[src/rtl/wbutxuart.sv]
// 8N1 serial transmitter for the debugging bus output chain, fixed baud divider.
// Optional flow control: define WBUTXUART_CTS_EN to gate new frames on i_cts_n.
`timescale 1ns/1ps
module wbutxuart #(
    parameter logic [23:0] CLOCKS_PER_BAUD = 24'd868
) (
    input  logic       i_clk,
    input  logic       i_rst_n,
    input  logic       i_stb,
    input  logic [7:0] i_data,
    input  logic       i_cts_n,
    output logic       o_busy,
    output logic       o_uart_tx
);

    typedef enum logic [1:0] {IDLE, START, DATA, STOP} state_t;

    state_t      state_q, state_d;
    logic [23:0] baudCnt_q, baudCnt_d;
    logic [3:0]  bitIdx_q, bitIdx_d;
    logic [7:0]  shift_q, shift_d;
    logic        tx_q, tx_d;
    logic        busy_q, busy_d;
    logic        ctsHold;
    logic        accept;
    logic        bitEnd;

`ifdef WBUTXUART_CTS_EN
    logic ctsMeta_q, ctsSync_q;

    // Both flops reset high so nothing starts until the far end is confirmed ready.
    always_ff @(posedge i_clk or negedge i_rst_n) begin
        if (!i_rst_n) begin
            ctsMeta_q <= 1'b1;
            ctsSync_q <= 1'b1;
        end else begin
            ctsMeta_q <= i_cts_n;
            ctsSync_q <= ctsMeta_q;
        end
    end

    assign ctsHold = ctsSync_q;
`else
    logic unused_cts;
    assign unused_cts = i_cts_n;
    assign ctsHold    = 1'b0;
`endif

    assign o_busy    = busy_q | ctsHold;
    assign o_uart_tx = tx_q;
    assign accept    = i_stb && !o_busy;
    assign bitEnd    = (baudCnt_q == 24'd0);

    always_ff @(posedge i_clk or negedge i_rst_n) begin
        if (!i_rst_n) begin
            state_q   <= IDLE;
            baudCnt_q <= 24'd0;
            bitIdx_q  <= 4'd0;
            shift_q   <= 8'hFF;
            tx_q      <= 1'b1;
            busy_q    <= 1'b0;
        end else begin
            state_q   <= state_d;
            baudCnt_q <= baudCnt_d;
            bitIdx_q  <= bitIdx_d;
            shift_q   <= shift_d;
            tx_q      <= tx_d;
            busy_q    <= busy_d;
        end
    end

    always_comb begin
        state_d   = state_q;
        baudCnt_d = bitEnd ? baudCnt_q : baudCnt_q - 24'd1;
        bitIdx_d  = bitIdx_q;
        shift_d   = shift_q;
        tx_d      = tx_q;
        busy_d    = busy_q;

        case (state_q)
            IDLE: begin
                tx_d   = 1'b1;
                busy_d = 1'b0;
            end
            START: begin
                if (bitEnd) begin
                    state_d   = DATA;
                    baudCnt_d = CLOCKS_PER_BAUD - 24'd1;
                    bitIdx_d  = 4'd1;
                    tx_d      = shift_q[0];
                    shift_d   = {1'b1, shift_q[7:1]};
                end
            end
            DATA: begin
                if (bitEnd) begin
                    baudCnt_d = CLOCKS_PER_BAUD - 24'd1;
                    bitIdx_d  = bitIdx_q + 4'd1;
                    if (bitIdx_q == 4'd8) begin
                        state_d = STOP;
                        tx_d    = 1'b1;
                    end else begin
                        tx_d    = shift_q[0];
                        shift_d = {1'b1, shift_q[7:1]};
                    end
                end
            end
            STOP: begin
                // Drop busy one cycle early so the last stop cycle can accept the next byte.
                if (baudCnt_q == 24'd1) begin
                    busy_d = 1'b0;
                end
                if (bitEnd) begin
                    state_d  = IDLE;
                    bitIdx_d = 4'd0;
                    tx_d     = 1'b1;
                end
            end
            default: begin
                state_d = IDLE;
                tx_d    = 1'b1;
                busy_d  = 1'b0;
            end
        endcase

        if (accept && (state_q == IDLE || (state_q == STOP && bitEnd))) begin
            state_d   = START;
            baudCnt_d = CLOCKS_PER_BAUD - 24'd1;
            bitIdx_d  = 4'd0;
            shift_d   = i_data;
            tx_d      = 1'b0;
            busy_d    = 1'b1;
        end
    end

endmodule

[config.mk]
export PLATFORM = sky130hd
export DESIGN_NAME = wbutxuart
export DESIGN_NICKNAME = d
export VERILOG_FILES = /design/src/rtl/wbutxuart.sv
export SDC_FILE = /design/constraint.sdc
export NUM_CORES = 1
export LEC_CHECK = 0
export ABC_AREA = 1
export BUFFER_PORTS_ARGS = -buffer_cell sky130_fd_sc_hd__buf_4
export CORE_ASPECT_RATIO = 1.2
export CORE_MARGIN = 2
export CORE_UTILIZATION = 25
export DETAILED_ROUTE_END_ITERATION = 16
export PLACE_DENSITY = 0.39
export SETUP_SLACK_MARGIN = 0.15
export SYNTH_ARGS = -nofsm -noshare
export SYNTH_HDL_FRONTEND = slang
export SYNTH_SLANG_ARGS = --single-unit
[constraint.sdc]
create_clock -name i_clk -period 4.58 [get_ports i_clk]
set_input_delay 0.458 -clock i_clk [delete_from_list [all_inputs] [get_ports i_clk]]
set_output_delay 0.458 -clock i_clk [all_outputs]
set_load 0.1 [all_outputs]
==> impl_metrics.sql, run 1 <==
INSERT INTO impl_metrics (metric_group, metric, value, unit) VALUES
('timing', 'finalWorstPathRequiredPeriod', '2.36', 'ns'),
('flow_run', 'maxCapViolations', '0', ''),
('timing', 'worst_hold_slack', '0.164', 'ns'),
('clock_network', 'clock_buffer_count_from_cts', '5', ''),
('synth', 'yosys_warnings', '0', ''),
('global_routing', 'grt.total_usage', '0.124', ''),
('floorplanning', 'initial_core_util', '0.255', ''),
('route', 'drtIter0Drc', '32', ''),
('timing', 'timing_hold_violations_final', '0', ''),
('synth', 'yosys.cell_types.count', '31', ''),
('route', 'detail_route.first_pass.iterations', '6', ''),
('placement', 'post-dp-hpwl', '4380', 'um'),
('min_path', 'worst_hold_path_type', 'input port to async pin', ''),
('critical_path', 'peak_fanout_along_the_critical_path', '28', ''),
('global_routing', 'grt_antenna_before_repair', '0', ''),
('synth', 'ys_seq_area_frac', '0.401', ''),
('final_layout', 'final_layout_size_suffix_gt1_frac', '0.155', ''),
('floorplanning', 'dieArea', '10900', 'um2'),
('floorplanning', 'fp.coreArea', '9910', 'um2'),
('critical_path', 'cp.arrival', '2.59', 'ns'),
('floorplanning', 'top_level_ports', '14', ''),
('clock_network', 'cts.repair_timing.setup_buffer_count', '0', ''),
('route', 'num_vias', '2031', ''),
('global_routing', 'largest_net_degree_at_the_start_of_global_routing', '41', ''),
('clock_network', 'clock_tree.root_cell', 'clkbuf_16', ''),
('critical_path', 'r2r_cells', '10', ''),
('clock_network', 'cts.sinks', '40', ''),
('critical_path', 'crit_type', 'flip-flop to flip-flop', ''),
('timing', 'final.setup.tns', '0', 'ns'),
('timing', 'layout_worst_path_cycle_share', '0.515', ''),
('timing', 'timing_worst_slew_pin_value', '0.548', 'ns'),
('critical_path', 'setup.reg_to_reg.worst_slack', '2.22', 'ns'),
('clock_network', 'clk_latency', '0.28', 'ns'),
('power', 'ir_worst_vdd', '0.000191', 'V'),
('final_layout', 'antenna_cells', '0', ''),
('timing', 'timing_max_transition_violations_final', '0', ''),
('status', 'outcome', 'finished, final reports clean', ''),
('critical_path', 'critical_path_required', '4.81', 'ns'),
('global_routing', 'first_global_vias', '2140', ''),
('floorplanning', 'rows', '40', ''),
('timing', 'final-setup-viol-count', '0', ''),
('timing', 'setup_repair_after_global_routing_missed_its_margin', 'no', ''),
('route', 'drcViolationCount', '0', ''),
('final_layout', 'area_growth_syn_to_layout', '14.1', '%'),
('timing', 'fmaxAchievable', '424', 'MHz'),
('placement', 'place.gp.congestion', '0.775', ''),
('synth', 'synthTopCellsByArea', 'dfrtp_1 31%, dfstp_2 9.4%, nand2_1 9.4%', ''),
('placement', 'io_buffer_count', '12', ''),
('timing', 'slew_headroom', '0.634', ''),
('global_routing', 'grt_first_pass_wirelength', '10500', 'um'),
('synth', 'netlist_instances', '315', ''),
('route', 'routed_wl', '6100', 'um'),
('critical_path', 'end_kind', 'flip-flop', ''),
('synth', 'synth.net_count', '337', ''),
('final_layout', 'finish.net_count', '350', ''),
('clock_network', 'cts.repair.resized', '0', ''),
('route', 'avgRoutedWirePerCell', '13.4', 'um'),
('synth', 'netlist.top_cell.by_area', 'dfrtp_1', ''),
('floorplanning', 'chipWidth', '95.7', 'um'),
('power', 'total_power', '0.774', 'mW'),
('global_routing', 'grt-ovfl-total', '0', ''),
('route', 'antenna_left', '0', ''),
('clock_network', 'clk_pin_slew', '0.06', 'ns'),
('route', 'drt_via_density', '4.46', ''),
('critical_path', 'r2r_start', 'baudCnt_q[0]$_DFF_PN0_', ''),
('clock_network', 'cts-htree-levels', '2', ''),
('clock_network', 'cts_hold_bufs', '0', ''),
('synth', 'post_synth_instance_area', '2520', 'um2'),
('critical_path', 'cp-start-kind', 'flip-flop', ''),
('timing', 'finalClockSkew', '0.00589', 'ns'),
('critical_path', 'timing.rr.end', 'shift_q[2]$_DFFE_PN1P_', ''),
('clock_network', 'clockBufferDepth', '2', ''),
('synth', 'yosysTopAreaCellShare', '0.308', ''),
('power', 'total_leakage_power', '1.22', 'nW'),
('clock_network', 'cts_tree', 'done', ''),
('floorplanning', 'die-height', '114', 'um'),
('synth', 'synth-seq-cells', '40', ''),
('power', 'power_per_cell_area', '269', 'nW/um2'),
('synth', 'synthesis.area_per_instance', '8.01', 'um2');
==> layout make-up <==
class,instances,area (um2)
Sequential cell,40,1010
Clock buffer,5,125
Timing Repair Buffer,12,90.1
Multi-Input combinational cell,244,1360
Clock inverter,3,42.5
Tap cell,126,158
Inverter,25,93.8
Fill cell,1115,7030
==> flip-flops by register name, indices dropped and copies added, names as in the netlist <==
register	cells
shift_q	8
o_busy	1
state_q	2
bitIdx_q	4
o_uart_tx	1
baudCnt_q	24
==> metal layers <==
metal / up-vias / share of wire / global-route usage
met2: 25 / 0.50 / 0.210
met4: 0 / 0.026 / 0.0438
met1: 941 / 0.45 / 0.157
li1: 1053 / - / -
met5: - / 0 / 0
met3: 12 / 0.025 / 0.0225
==> worst max path at each step <==
stage                           startpoint                endpoint  cells past startpoint
floorplan           baudCnt_q[0]$_DFF_PN0_  baudCnt_q[0]$_DFF_PN0_                      9
global placement    baudCnt_q[0]$_DFF_PN0_  shift_q[2]$_DFFE_PN1P_                     10
detailed placement  baudCnt_q[0]$_DFF_PN0_  shift_q[0]$_DFFE_PN1P_                     10
CTS                 baudCnt_q[0]$_DFF_PN0_  shift_q[0]$_DFFE_PN1P_                     10
global route        baudCnt_q[0]$_DFF_PN0_  shift_q[0]$_DFFE_PN1P_                     10
finish              baudCnt_q[0]$_DFF_PN0_  shift_q[2]$_DFFE_PN1P_                     10
==> cells in the final DEF, fill, tap and decap left out, drive strengths merged, types with 2 or more instances in the layout <==
cell,count
a21oi,10
a31o,2
buf,12
clkbuf,5
dfrtp,31
dfstp,9
ha,10
inv,25
nand2,69
nand3,40
nand3b,10
nand4,4
nor2,64
nor3,6
o2111ai,3
o21ai,9
xnor2,2
xor2,12
==> through the flow <==
step                      utilization  cell area (um2)  setup slack, ns  std cells
after global placement          0.273             2710             2.18        447
final                           0.290             2880             2.22        455
after floorplan                     -             2520             2.66        315
after CTS                       0.290             2880             2.17        455
after global routing            0.290             2880             2.00        455
after detailed placement        0.273             2710             2.19        447
==> Yosys cell counts <==
cell type	number
nand2_4	3
nand4_2	1
nand3b_1	10
xor2_1	12
buf_6	5
inv_2	2
nor2_8	1
nor2_1	58
a31o_2	2
nor2_2	1
inv_1	23
ha_1	10
a21boi_2	1
nor3_1	6
o21ai_0	3
nand3_2	1
nand3_1	37
o211ai_1	1
a21oi_1	10
nand3_4	2
nand2_1	63
dfrtp_1	31
o21ai_1	6
or2_2	1
o2111ai_1	3
nor2_4	4
dfstp_2	9
nand4_1	3
buf_1	1
xnor2_1	2
nand2_2	3
==> cells by family (layout without fill, tap and decap cells) <==
| kind of cell | count (synthesis) | count (layout) | share of synthesized area |
|---|---|---|---|
| buffers and inverters | 31 | 45 | 0.0610 |
| flip-flops | 40 | 40 | 0.401 |
| AND/OR/NAND/NOR | 194 | 194 | 0.377 |
| AO/OA/AOI/OAI | 26 | 26 | 0.0625 |
| adder cells (fa/ha/maj) | 10 | 10 | 0.0496 |
| XOR/XNOR | 14 | 14 | 0.0486 |
==> where the power goes <==
part	switching, mW	total, mW	internal, mW
combinational	0.00800	0.0140	0.00598
sequential	0	0.354	0.354
clock	0.150	0.406	0.256
total	0.158	0.774	0.616
==> critical path, stage by stage, from the launching register on <==
cell and delay [ns]:
dfrtp_1 0.42, inv_1 0.16, ha_1 0.31, nand2_4 0.12
nor2_8 0.19, nand4_2 0.15, nand2_4 0.13, nand2_4 0.19
inv_2 0.42, nand2_1 0.09, nand3_1 0.10
(Power assumes the default switching activity.)
==> inputs of run 2 (changes only) <==
- clock period: 4.58 -> 2.4 ns (I/O delays scaled with it)
==> run 2 against run 1 <==
- worst setup slack got worse by 1.9 ns
- critical path type unchanged
- critical endpoint is now baudCnt_q[23]$_DFF_PN0_
- largest cell class unchanged
- clock skew about the same
- non-clock buffer count grew 5
==> impl_metrics.sql, run 2 (synthesis gave the netlist of run 1 again) <==
INSERT INTO impl_metrics (metric_group, metric, value, unit) VALUES
('placement', 'post-dp-hpwl', '4550', 'um'),
('clock_network', 'clk_latency', '0.28', 'ns'),
('global_routing', 'largest_net_degree_at_the_start_of_global_routing', '41', ''),
('critical_path', 'cp-start-kind', 'flip-flop', ''),
('clock_network', 'cts_tree', 'done', ''),
('clock_network', 'clockBufferDepth', '2', ''),
('global_routing', 'grt-ovfl-total', '0', ''),
('floorplanning', 'chipWidth', '95.7', 'um'),
('final_layout', 'finish.net_count', '355', ''),
('timing', 'final.setup.tns', '0', 'ns'),
('route', 'routed_wl', '6040', 'um'),
('placement', 'io_buffer_count', '12', ''),
('route', 'avgRoutedWirePerCell', '13.2', 'um'),
('timing', 'post-route-worst-setup-slack', '0.339', 'ns'),
('floorplanning', 'dieArea', '10900', 'um2'),
('global_routing', 'first_global_vias', '2130', ''),
('final_layout', 'largest_reg_flops', '24', ''),
('floorplanning', 'die-height', '114', 'um'),
('power', 'power_per_cell_area', '479', 'nW/um2'),
('placement', 'placement.setup.worst_slack', '0.232', 'ns'),
('final_layout', 'final_layout_size_suffix_gt1_frac', '0.165', ''),
('timing', 'fmaxAchievable', '485', 'MHz'),
('critical_path', 'peak_fanout_along_the_critical_path', '18', ''),
('timing', 'setup_repair_after_global_routing_missed_its_margin', 'no', ''),
('power', 'ir_worst_vdd', '0.000231', 'V'),
('min_path', 'min_from', 'i_data[2]', ''),
('final_layout', 'instances_no_fill', '459', ''),
('placement', 'place.gp.congestion', '0.752', ''),
('final_layout', 'area_growth_syn_to_layout', '15.7', '%'),
('status', 'outcome', 'finished, final reports clean', ''),
('floorplanning', 'top_level_ports', '14', ''),
('power', 'total_leakage_power', '1.24', 'nW'),
('floorplanning', 'rows', '40', ''),
('floorplanning', 'fp.coreArea', '9910', 'um2'),
('clock_network', 'cts.repair_timing.setup_buffer_count', '0', ''),
('flow_run', 'maxCapViolations', '0', ''),
('clock_network', 'clock_tree.root_cell', 'clkbuf_16', ''),
('critical_path', 'r2r_start', 'baudCnt_q[0]$_DFF_PN0_', ''),
('placement', 'dpl_cell_area', '2750', 'um2'),
('final_layout', 'antenna_cells', '0', ''),
('min_path', 'worst_hold_path_type', 'input port to flip-flop', ''),
('final_layout', 'regMostFlops', 'baudCnt_q', ''),
('clock_network', 'cts.sinks', '40', ''),
('critical_path', 'critPathLaunch', 'baudCnt_q[0]$_DFF_PN0_', ''),
('route', 'wirelength_met1', '2720', 'um'),
('critical_path', 'crit_type', 'flip-flop to flip-flop', ''),
('final_layout', 'mostFrequentLayoutCell', 'nand2_1', ''),
('clock_network', 'clock_buffer_count_from_cts', '5', ''),
('power', 'total_power', '1.40', 'mW'),
('timing', 'timing_hold_violations_final', '0', ''),
('final_layout', 'fin_util', '0.294', ''),
('critical_path', 'cp.arrival', '2.23', 'ns'),
('timing', 'slew_headroom', '0.644', ''),
('route', 'antenna_left', '0', ''),
('route', 'drt_via_density', '4.53', ''),
('timing', 'timing_max_transition_violations_final', '0', ''),
('route', 'detail_route.first_pass.iterations', '5', ''),
('floorplanning', 'initial_core_util', '0.255', ''),
('timing', 'finalWorstPathRequiredPeriod', '2.06', 'ns'),
('clock_network', 'clk_pin_slew', '0.06', 'ns'),
('placement', 'place.detailed.instances', '451', ''),
('timing', 'timing_worst_slew_pin_value', '0.534', 'ns'),
('final_layout', 'post_route_cell_area', '2920', 'um2'),
('global_routing', 'grt_first_pass_wirelength', '10500', 'um'),
('critical_path', 'critical_path_required', '2.56', 'ns'),
('global_routing', 'grt.total_usage', '0.124', ''),
('route', 'drcViolationCount', '0', ''),
('route', 'num_vias', '2077', ''),
('timing', 'finalClockSkew', '0.00615', 'ns'),
('critical_path', 'end_kind', 'flip-flop', ''),
('global_routing', 'grt_antenna_before_repair', '0', ''),
('final_layout', 'most_frequent_cells_in_the_layout', '63 x nand2_1, 58 x nor2_1, 37 x nand3_1, 31 x dfrtp_1, 23 x inv_1', ''),
('timing', 'final-setup-viol-count', '0', ''),
('route', 'wl_met2', '3140', 'um'),
('route', 'drtIter0Drc', '89', ''),
('timing', 'worst_hold_slack', '0.190', 'ns'),
('route', 'wl_met3', '151', 'um'),
('final_layout', 'largest_registers', 'baudCnt_q x24, shift_q x8, bitIdx_q x4', ''),
('clock_network', 'cts-htree-levels', '2', ''),
('timing', 'layout_worst_path_cycle_share', '0.859', ''),
('route', 'highest-signal-layer', 'met4', '');
-- run 2: cell types whose count changed in the layout (fill, tap and decap cells not counted), sizes merged --
cell and delta:
clkinv -1, bufinv -1, dlygate4sd3 +1, buf +4, clkbuf +2, clkinvlp -1
-- run 2: repair_timing --
action	in CTS	in global routing
gates resized for setup	0	1
endpoints found under the hold margin	31	0
setup endpoints to repair	0	24
hold buffers	1	0
-- run 2: where the power goes --
part / switching [mW] / internal (mW)
clock network: 0.260 / 0.436
registers: 0 / 0.675
logic: 0.0154 / 0.0125
total: 0.275 / 1.12
-- run 2: routing by layer --
layer,vias to the layer above,global-route usage
met1,972,0.154
met4,0,0.0286
met3,6,0.0244
met2,23,0.221
met5,-,0
li1,1076,-
-- run 2: final timing paths --
| path | endpoint | slack (ns) | cells after the start |
|---|---|---|---|
| setup reg to reg | baudCnt_q[23]$_DFF_PN0_ | 0.34 | 10 |
| setup / recovery | baudCnt_q[23]$_DFF_PN0_ | 0.34 | 10 |
| hold reg to reg | shift_q[5]$_DFFE_PN1P_ | 0.48 | 2 |
| min in group asynchronous | baudCnt_q[19]$_DFF_PN0_ | 0.49 | 2 |
| hold / removal | shift_q[2]$_DFFE_PN1P_ | 0.19 | 3 |
| max in group asynchronous | shift_q[5]$_DFFE_PN1P_ | 1.54 | 2 |
-- run 2: cell type report --
class	count	area, um2
Tap cell	126	158
Fill cell	1092	6990
Multi-Input combinational cell	244	1360
Timing Repair Buffer	17	143
Inverter	25	93.8
Sequential cell	40	1010
Clock buffer	7	153
-- run 2: worst max-delay path, stage by stage (launching register included) --
cell	delay, ns
dfrtp_1	0.42
inv_1	0.15
ha_2	0.27
nand2_4	0.10
nor2_8	0.18
nand4_2	0.15
nand2_4	0.13
nand2_4	0.11
inv_2	0.20
buf_12	0.18
nor3_1	0.06
==> inputs of run 3 (changes only) <==
- CTS_BUF_LIST: not set -> sky130_fd_sc_hd__clkbuf_16
- SKIP_CTS_REPAIR_TIMING: not set -> 1
==> run 3 against run 2 <==
- cell count unchanged
- critical endpoint unchanged
- maximum frequency increased by 0.15%
- sequential cell count unchanged
- largest power group is now registers
==> impl_metrics.sql, run 3 (synthesis gave the netlist of run 1 again) <==
INSERT INTO impl_metrics (metric_group, metric, value, unit) VALUES
('timing', 'timing_hold_violations_final', '0', ''),
('critical_path', 'slowest_stage', 'dfrtp_1', ''),
('timing', 'finalWorstPathRequiredPeriod', '2.06', 'ns'),
('route', 'drcViolationCount', '0', ''),
('floorplanning', 'chipWidth', '95.7', 'um'),
('timing', 'worst_hold_slack', '0.186', 'ns'),
('final_layout', 'instances_no_fill', '459', ''),
('global_routing', 'grt_antenna_before_repair', '0', ''),
('min_path', 'worst_hold_path.endpoint', 'shift_q[2]$_DFFE_PN1P_', ''),
('timing', 'slew_headroom', '0.643', ''),
('timing', 'finalClockSkew', '0.00887', 'ns'),
('floorplanning', 'top_level_ports', '14', ''),
('power', 'ir_worst_vdd', '0.000238', 'V'),
('min_path', 'holdPathStages', '3', ''),
('clock_network', 'clk_latency', '0.29', 'ns'),
('clock_network', 'cts-htree-levels', '2', ''),
('route', 'num_vias', '2076', ''),
('clock_network', 'cts.sinks', '40', ''),
('floorplanning', 'initial_core_util', '0.255', ''),
('floorplanning', 'die-height', '114', 'um'),
('final_layout', 'area_growth_syn_to_layout', '14.9', '%'),
('clock_network', 'cts_tree', 'done', ''),
('timing', 'timing_worst_slew_pin_value', '0.535', 'ns'),
('timing', 'final.setup.tns', '0', 'ns'),
('critical_path', 'largest_incremental_delay_on_the_critical_path', '0.42', 'ns'),
('route', 'drtIter0Drc', '84', ''),
('critical_path', 'end_kind', 'flip-flop', ''),
('global_routing', 'grt_first_pass_wirelength', '10500', 'um'),
('flow_run', 'maxCapViolations', '0', ''),
('clock_network', 'clock_buffer_count_from_cts', '5', ''),
('timing', 'layout_worst_path_cycle_share', '0.857', ''),
('clock_network', 'clk_pin_slew', '0.06', 'ns'),
('global_routing', 'first_global_vias', '2131', ''),
('placement', 'post-dp-hpwl', '4550', 'um'),
('final_layout', 'final_layout_size_suffix_gt1_frac', '0.159', ''),
('power', 'power_per_cell_area', '462', 'nW/um2'),
('placement', 'place.detailed.instances', '451', ''),
('floorplanning', 'dieArea', '10900', 'um2'),
('final_layout', 'most_frequent_cells_in_the_layout', '63 x nand2_1, 58 x nor2_1, 37 x nand3_1, 31 x dfrtp_1, 23 x inv_1', ''),
('final_layout', 'filler_cell_count', '1093', ''),
('final_layout', 'finish.net_count', '355', ''),
('placement', 'place.gp.congestion', '0.752', ''),
('critical_path', 'timing.rr.end', 'baudCnt_q[23]$_DFF_PN0_', ''),
('min_path', 'worst_hold_path_type', 'input port to flip-flop', ''),
('global_routing', 'grt-ovfl-total', '0', ''),
('critical_path', 'critical_path_required', '2.57', 'ns'),
('critical_path', 'critical-path-top-delay-family', 'simple AND/OR/NAND/NOR gates', ''),
('status', 'outcome', 'finished, final reports clean', ''),
('timing', 'setup_repair_after_global_routing_missed_its_margin', 'no', ''),
('timing', 'final-setup-viol-count', '0', ''),
('min_path', 'min_from', 'i_data[2]', ''),
('timing', 'timing_max_transition_violations_final', '0', ''),
('critical_path', 'cp.arrival', '2.23', 'ns'),
('clock_network', 'clockBufferDepth', '2', ''),
('final_layout', 'largest_reg_flops', '24', ''),
('critical_path', 'cp-start-kind', 'flip-flop', ''),
('floorplanning', 'rows', '40', ''),
('global_routing', 'largest_net_degree_at_the_start_of_global_routing', '41', ''),
('clock_network', 'clock_tree.root_cell', 'clkbuf_16', ''),
('final_layout', 'mostFrequentLayoutCell', 'nand2_1', ''),
('power', 'total_leakage_power', '1.23', 'nW'),
('final_layout', 'antenna_cells', '0', ''),
('critical_path', 'peak_fanout_along_the_critical_path', '18', ''),
('critical_path', 'r2r_cells', '10', ''),
('timing', 'fmaxAchievable', '486', 'MHz'),
('final_layout', 'largest_registers', 'baudCnt_q x24, shift_q x8, bitIdx_q x4', ''),
('critical_path', 'setup.reg_to_reg.worst_slack', '0.34', 'ns'),
('route', 'detail_route.first_pass.iterations', '4', ''),
('final_layout', 'regMostFlops', 'baudCnt_q', ''),
('route', 'routed_wl', '6070', 'um'),
('critical_path', 'critical_path.n_buffers_inverters', '3', ''),
('route', 'avgRoutedWirePerCell', '13.2', 'um'),
('critical_path', 'crit_type', 'flip-flop to flip-flop', ''),
('route', 'drt_via_density', '4.52', ''),
('critical_path', 'crit_chain', 'inv_1, ha_2, nand2_4, nor2_8, nand4_2, nand2_4, nand2_4, inv_2, buf_12, nor3_1', ''),
('placement', 'io_buffer_count', '12', ''),
('floorplanning', 'fp.coreArea', '9910', 'um2'),
('route', 'antenna_left', '0', ''),
('global_routing', 'grt.total_usage', '0.124', ''),
('critical_path', 'r2r_start', 'baudCnt_q[0]$_DFF_PN0_', ''),
('critical_path', 'critical_path_s_most_frequent_cell', 'nand2_4', '');
run 3: changes by cell type in the layout (fill, tap and decap cells not counted), sizes merged:
| cell | change |
|---|---|
| clkbuf | -2 |
| clkinv | +2 |
run 3: cell type report:
class / instances / area (um2) / area share
multi-input cells: 244 / 1360 / 0.469
inverters: 25 / 93.8 / 0.0324
clock buffers: 5 / 125 / 0.0432
repair buffers: 17 / 143 / 0.0492
flip-flops and latches: 40 / 1010 / 0.349
well taps: 126 / 158 / 0.0544
clock inverters: 2 / 7.51 / 0.00259
run 3: metal layers:
metal	part of all wire	track usage
met1	0.45	0.154
met2	0.52	0.221
met3	0.026	0.0244
met4	0.0053	0.0286
met5	0	0
run 3: metrics by stage:
stage          power (mW)  instance area [um2]   util  setup slack, ns
6_report             1.34                 2900  0.292            0.342
3_5_place_dp        0.715                 2750  0.278            0.232
3_3_place_gp        0.716                 2750  0.278            0.243
5_1_grt              1.40                 2900  0.292            0.153
4_1_cts              1.36                 2890  0.291            0.221
2_1_floorplan       0.689                 2520      -            0.478
run 3: worst min-delay path: stages:
cell	delay [ns]
buf_4	0.08
nand2_1	0.04
nand3_1	0.07
run 3: where the power goes:
part	leakage (nW)	internal, mW	switching, mW	total [mW]
clock	0.0648	0.372	0.264	0.636
sequential	0.393	0.675	0	0.675
combinational	0.773	0.0125	0.0154	0.0279
run 3: worst max-delay path by stage:
stage                           startpoint                 endpoint  cells after the start
detailed placement  baudCnt_q[0]$_DFF_PN0_  baudCnt_q[23]$_DFF_PN0_                     10
finish              baudCnt_q[0]$_DFF_PN0_  baudCnt_q[23]$_DFF_PN0_                     10
floorplan           baudCnt_q[0]$_DFF_PN0_   baudCnt_q[0]$_DFF_PN0_                      9
CTS                 baudCnt_q[0]$_DFF_PN0_  baudCnt_q[23]$_DFF_PN0_                     10
global route        baudCnt_q[0]$_DFF_PN0_  baudCnt_q[23]$_DFF_PN0_                     10
global placement    baudCnt_q[0]$_DFF_PN0_   baudCnt_q[3]$_DFF_PN0_                     10
